### config.mk
export PLATFORM = sky130hd
export DESIGN_NAME = cla_wide_add_seq
export DESIGN_NICKNAME = d
export VERILOG_FILES = /design/src/rtl/cla_wide_add_seq_pkg.sv /design/src/rtl/add16_slice.sv /design/src/rtl/cla_wide_add_seq.sv
export SDC_FILE = /design/constraint.sdc
export NUM_CORES = 1
export LEC_CHECK = 0
export BUFFER_PORTS_ARGS = -buffer_cell sky130_fd_sc_hd__buf_2
export CORE_ASPECT_RATIO = 1.1
export CORE_MARGIN = 5
export CORE_UTILIZATION = 45
export DETAILED_ROUTE_END_ITERATION = 16
export GPL_TIMING_DRIVEN = 1
export PLACE_DENSITY = 0.76
export SYNTH_ARGS = -nofsm -noshare
export SYNTH_HDL_FRONTEND = slang
export SYNTH_SLANG_ARGS = --single-unit
export TNS_END_PERCENT = 5
### constraint.sdc
create_clock -name clk -period 6.7 [get_ports clk]
set_input_delay 0.67 -clock clk [delete_from_list [all_inputs] [get_ports clk]]
set_output_delay 0.67 -clock clk [all_outputs]
set_load 0.1 [all_outputs]
### src/rtl/cla_wide_add_seq_pkg.sv
// Shared definitions for the sequenced wide adder/subtractor.
//   SLICE_W : width of the shared carry-lookahead adder slice
//   state_t : controller state encoding
package cla_wide_add_seq_pkg;

    localparam int unsigned SLICE_W = 16;

    typedef enum logic [1:0] {
        IDLE = 2'd0,
        RUN  = 2'd1,
        DONE = 2'd2
    } state_t;

endpackage

### src/rtl/add16_slice.sv
// Combinational 16-bit carry-lookahead adder: four 4-bit groups with a
// second lookahead level across the group generate/propagate terms.
//   a, b : addends
//   ci   : carry in
//   s    : sum
//   co   : carry out of bit 15
module add16_slice
    import cla_wide_add_seq_pkg::*;
(
    input  logic [SLICE_W-1:0] a,
    input  logic [SLICE_W-1:0] b,
    input  logic               ci,
    output logic [SLICE_W-1:0] s,
    output logic               co
);

    logic [SLICE_W-1:0] g;
    logic [SLICE_W-1:0] p;
    logic [SLICE_W-1:0] c;
    logic [3:0]         gg;
    logic [3:0]         gp;
    logic [3:0]         gc;

    // Bit and group generate/propagate, group carries, then bit carries.
    always_comb begin
        g  = a & b;
        p  = a ^ b;
        gg = '0;
        gp = '0;
        c  = '0;

        for (int j = 0; j < 4; j++) begin
            gg[j] = g[4*j+3]
                  | (p[4*j+3] & g[4*j+2])
                  | (p[4*j+3] & p[4*j+2] & g[4*j+1])
                  | (p[4*j+3] & p[4*j+2] & p[4*j+1] & g[4*j]);
            gp[j] = &p[4*j +: 4];
        end

        gc[0] = ci;
        gc[1] = gg[0] | (gp[0] & ci);
        gc[2] = gg[1] | (gp[1] & gg[0]) | (gp[1] & gp[0] & ci);
        gc[3] = gg[2] | (gp[2] & gg[1]) | (gp[2] & gp[1] & gg[0])
              | (gp[2] & gp[1] & gp[0] & ci);
        co    = gg[3] | (gp[3] & gg[2]) | (gp[3] & gp[2] & gg[1])
              | (gp[3] & gp[2] & gp[1] & gg[0])
              | (gp[3] & gp[2] & gp[1] & gp[0] & ci);

        for (int j = 0; j < 4; j++) begin
            c[4*j]   = gc[j];
            c[4*j+1] = g[4*j] | (p[4*j] & gc[j]);
            c[4*j+2] = g[4*j+1] | (p[4*j+1] & g[4*j])
                     | (p[4*j+1] & p[4*j] & gc[j]);
            c[4*j+3] = g[4*j+2] | (p[4*j+2] & g[4*j+1])
                     | (p[4*j+2] & p[4*j+1] & g[4*j])
                     | (p[4*j+2] & p[4*j+1] & p[4*j] & gc[j]);
        end

        s = p ^ c;
    end

endmodule

### src/rtl/cla_wide_add_seq.sv
// Multi-cycle WIDTH-bit adder/subtractor. One shared 16-bit CLA slice is
// applied LS slice first over WIDTH/16 cycles with the carry chained
// through a register.
//   clk, rst             : clock, asynchronous active-high reset
//   in_valid/in_ready    : operand handshake (a, b, cin, sub)
//   out_valid/out_ready  : result handshake (sum, cout, ovf)
//   sub=1 computes a-b (cin ignored); cout=1 then means no borrow
module cla_wide_add_seq
    import cla_wide_add_seq_pkg::*;
#(
    parameter int unsigned WIDTH = 64
) (
    input  logic             clk,
    input  logic             rst,
    input  logic             in_valid,
    output logic             in_ready,
    input  logic [WIDTH-1:0] a,
    input  logic [WIDTH-1:0] b,
    input  logic             cin,
    input  logic             sub,
    output logic             out_valid,
    input  logic             out_ready,
    output logic [WIDTH-1:0] sum,
    output logic             cout,
    output logic             ovf
);

    localparam int unsigned NSLICE = WIDTH / SLICE_W;
    localparam int unsigned CNT_W  = (NSLICE > 1) ? $clog2(NSLICE) : 1;

    if ((WIDTH % SLICE_W) != 0 || WIDTH < SLICE_W) begin : g_bad_width
        $error("cla_wide_add_seq: WIDTH must be a multiple of 16 and at least 16");
    end

    typedef logic [NSLICE-1:0][SLICE_W-1:0] slices_t;

    state_t           state_q, state_d;
    slices_t          a_q, a_d;
    slices_t          b_q, b_d;
    slices_t          sum_q, sum_d;
    logic             carry_q, carry_d;
    logic [CNT_W-1:0] cnt_q, cnt_d;
    logic             cout_d, ovf_d;
    logic             in_ready_d, out_valid_d;

    logic [SLICE_W-1:0] slice_s;
    logic               slice_co;
    logic               last_slice;

    // Single shared adder; operand slice chosen by the pass counter.
    add16_slice u_slice (
        .a  (a_q[cnt_q]),
        .b  (b_q[cnt_q]),
        .ci (carry_q),
        .s  (slice_s),
        .co (slice_co)
    );

    assign last_slice = (cnt_q == CNT_W'(NSLICE - 1));
    assign sum        = sum_q;

    // Next-state and datapath update.
    always_comb begin
        state_d = state_q;
        a_d     = a_q;
        b_d     = b_q;
        sum_d   = sum_q;
        carry_d = carry_q;
        cnt_d   = cnt_q;
        cout_d  = cout;
        ovf_d   = ovf;

        unique case (state_q)
            IDLE: begin
                if (in_valid) begin
                    state_d = RUN;
                    a_d     = a;
                    // Subtraction as a + ~b + 1.
                    b_d     = sub ? ~b : b;
                    carry_d = sub ? 1'b1 : cin;
                    cnt_d   = '0;
                end
            end
            RUN: begin
                sum_d[cnt_q] = slice_s;
                carry_d      = slice_co;
                if (last_slice) begin
                    state_d = DONE;
                    cout_d  = slice_co;
                    ovf_d   = (a_q[NSLICE-1][SLICE_W-1] == b_q[NSLICE-1][SLICE_W-1])
                           && (slice_s[SLICE_W-1] != a_q[NSLICE-1][SLICE_W-1]);
                end else begin
                    cnt_d = cnt_q + CNT_W'(1);
                end
            end
            DONE: begin
                if (out_ready) begin
                    state_d = IDLE;
                end
            end
            default: begin
                state_d = IDLE;
            end
        endcase

        in_ready_d  = (state_d == IDLE);
        out_valid_d = (state_d == DONE);
    end

    // State and datapath registers.
    always_ff @(posedge clk or posedge rst) begin
        if (rst) begin
            state_q   <= IDLE;
            a_q       <= '0;
            b_q       <= '0;
            sum_q     <= '0;
            carry_q   <= 1'b0;
            cnt_q     <= '0;
            cout      <= 1'b0;
            ovf       <= 1'b0;
            in_ready  <= 1'b1;
            out_valid <= 1'b0;
        end else begin
            state_q   <= state_d;
            a_q       <= a_d;
            b_q       <= b_d;
            sum_q     <= sum_d;
            carry_q   <= carry_d;
            cnt_q     <= cnt_d;
            cout      <= cout_d;
            ovf       <= ovf_d;
            in_ready  <= in_ready_d;
            out_valid <= out_valid_d;
        end
    end

endmodule

==> flow_metrics.py <==
metrics = {
    "logic_synthesis": {
        "yosysSeqAreaShare": 0.541,
        "synth-main-ff-cell": "dfrtp_1",
        "synth-seq-cells": 201,
        "synth_warnings": 0,
        "synth_cell_types": 43,
        "syn_area_per_cell_um2": 12.1,
        "netlist.area_leader.share": 0.538,
        "synth_edf_count": 0,
        "synth_area_mm2": 0.00930,
        "yosys-top-cells-area": "dfrtp_1, mux2_2, mux4_2",
        "syn_inst": 766,
        "ys_async_sr_fraction": 1.00,
        "synth_area_leader_cell": "dfrtp_1",
        "syn_nets": 924,
    },
    "clocking": {
        "cts_setup_buffers": 0,
        "cts_hold_buf": 0,
        "clock_latency_ns": 0.49,
        "cts.path.max_buffers": 3,
        "cts_root_buf": "clkbuf_16",
        "htreeDepth": 1,
        "ctsResizeCount": 0,
        "cts_tree": "done",
        "cts_buffers": 21,
        "clk_pin_slew_ns": 0.06,
        "cts.sinks": 201,
    },
    "timing": {
        "whs_ns": 0.326,
        "clock.fmax_mhz": 242,
        "slew-limit-headroom": 0.189,
        "finClkSkew_ns": 0.00757,
        "timing.final.crit_share": 0.617,
        "finalCriticalPeriod_ns": 4.13,
        "hold_viol": 0,
        "finalSetupViolations": 0,
        "fin_setup_tns_ns": 0,
        "maxSlewViolCount": 0,
        "rsz0062_at_grt": "no",
        "worst_pin_slew_ns": 1.21,
    },
    "drt": {
        "antenna_left": 0,
        "met2_length_um": 11000,
        "wl_met3_um": 1150,
        "met1_length_um": 10100,
        "wl_per_cell_um": 18.8,
        "via_per_inst": 5.28,
        "drtIter0Drc": 333,
        "routed_wl_um": 22900,
        "topRoutingLayerUsed": "met5",
        "drc": 0,
        "dr_total_vias": 6427,
        "drt_first_pass_iters": 5,
    },
    "cells_and_area": {
        "drive_gt1_frac": 0.380,
        "syn2layout_area_growth_pct": 20.3,
        "nNetsFinal": 1104,
    },
    "placed_design": {
        "io_buffers": 201,
        "routabilityCongestion": 0.857,
        "hpwl_um": 16900,
    },
    "die": {
        "die_area_mm2": 0.0236,
        "rows": 55,
        "die_y_um": 161,
        "ios": 202,
        "die_w_um": 147,
        "coreArea_mm2": 0.0204,
        "initial_core_util": 0.455,
    },
    "setup_path": {
        "path_cells": "buf_4 > mux4_2 > ha_1 > a21o_1 > a221oi_2 > a21boi_2 > or3_4 > fa_1 > xnor2_1 > o21ai_0",
        "cp_top_family": "flip-flops",
        "crit_slowest_cell": "dfrtp_2",
        "r2r_slack_ns": 2.57,
        "worst-path-buf-inv": 1,
        "r2r_cells": 10,
        "worstSetupPathType": "register to register",
        "end_kind": "register",
        "cp_max_fo": 24,
        "cp_data_required_time_ns": 7.01,
        "crit_arrival_ns": 4.44,
        "cpPeakStageDelay_ns": 0.90,
        "critPathLaunchType": "register",
        "r2r_end": "sum[61]",
        "rr_startpoint": "cnt_q[0]",
    },
    "flow_run": {
        "maxCapViolations": 0,
    },
    "grt": {
        "grt-ovfl-total": 0,
        "antenna_found_initial": 3,
        "grt_max_degree": 123,
        "grt_first_pass_wirelength_um": 36300,
        "grt.total_usage": 0.193,
        "grt_pass1_vias": 6576,
    },
    "run_status": {
        "status": "complete, no violations",
    },
    "hold_path": {
        "hp-class": "input pin to async pin",
    },
}
## layout make-up
type,instances,area (um^2)
fill,1722,9250
sequential,201,5030
multi-input combinational,511,4070
timing repair buffer,205,1040
clock buffer,29,626
tap,256,320
clock inverter,7,66.3
inverter,6,30.0
antenna,2,5.00
## cells by family (layout without fill, tap and decap cells)
group                    after synthesis  count (layout)  synth area share
AO/OA/AOI/OAI                        153             153            0.0927
XOR/XNOR                              76              76            0.0724
adder cells (fa/ha/maj)               24              24            0.0355
buffers and inverters                 54             247            0.0219
flip-flops                           201             201             0.541
multiplexers                         109             109             0.171
other                                  0               2                 0
AND/OR/NAND/NOR                      149             149            0.0655
## stage by stage
step | worst slack (ns) | cells | utilization | instance area [um^2]
finish | 2.57 | 1217 | 0.547 | 11200
global route | 2.32 | 1216 | 0.547 | 11200
CTS | 2.53 | 1215 | 0.547 | 11200
detailed placement | 2.55 | 1179 | 0.513 | 10500
global placement | 2.60 | 1179 | 0.513 | 10500
floorplan | 0.549 | 766 | - | 9300
## synthesized netlist by cell type (6+ instances only)
master    instances
dfrtp_1         200
clkbuf_1         39
mux4_2           32
nor2_1           73
ha_1             20
a21o_1            6
xnor2_1          70
buf_1             8
o21ai_0          52
mux2_2           77
o21ai_1           7
nand2_1          62
a21oi_1          70
inv_1             6
## how the worst max path moves through the flow
stage | from | to | depth (start not counted)
CTS | cnt_q[0] | sum[61] | 10
floorplan | rst | a_q[0] | 1
global placement | cnt_q[0] | sum[61] | 10
global route | cnt_q[0] | sum[13] | 10
finish | cnt_q[0] | sum[61] | 10
detailed placement | cnt_q[0] | sum[61] | 10
## metal layers
layer | track usage | vias up
met5 | 0 | -
met4 | 0.0542 | 4
met3 | 0.0367 | 44
met2 | 0.321 | 194
met1 | 0.262 | 3152
li1 | - | 3033
## state kept, by name (all words and copies together), names as in the netlist
register,flops
ovf,1
state_q,2
carry_q,1
in_ready,1
cnt_q,2
a_q,64
out_valid,1
cout,1
sum,64
b_q,64
## worst register-to-register path: stages, from the launching register on
cell and delay [ns]:
dfrtp_2 0.90, buf_4 0.40, mux4_2 0.54, ha_1 0.34, a21o_1 0.19, a221oi_2 0.28
a21boi_2 0.11, or3_4 0.41, fa_1 0.39, xnor2_1 0.27, o21ai_0 0.12
## cell usage in the layout, fill, tap and decap left out, drive strengths merged, types with 2 or more instances in the layout
cell type and count:
a211oi 2, a21o 7, a21oi 70, a22o 3
and2 2, buf 205, clkbuf 29, clkinv 5
dfrtp 200, diode 2, fa 4, ha 20
inv 6, mux2 77, mux4 32, nand2 62
nand2b 4, nor2 73, nor4 2, o21a 2
o21ai 59, o21bai 2, xnor2 71, xor2 5
Power is left out: the tool's default activity adds up to more than one toggle a clock period on the data nets, which glitch-free logic cannot reach.
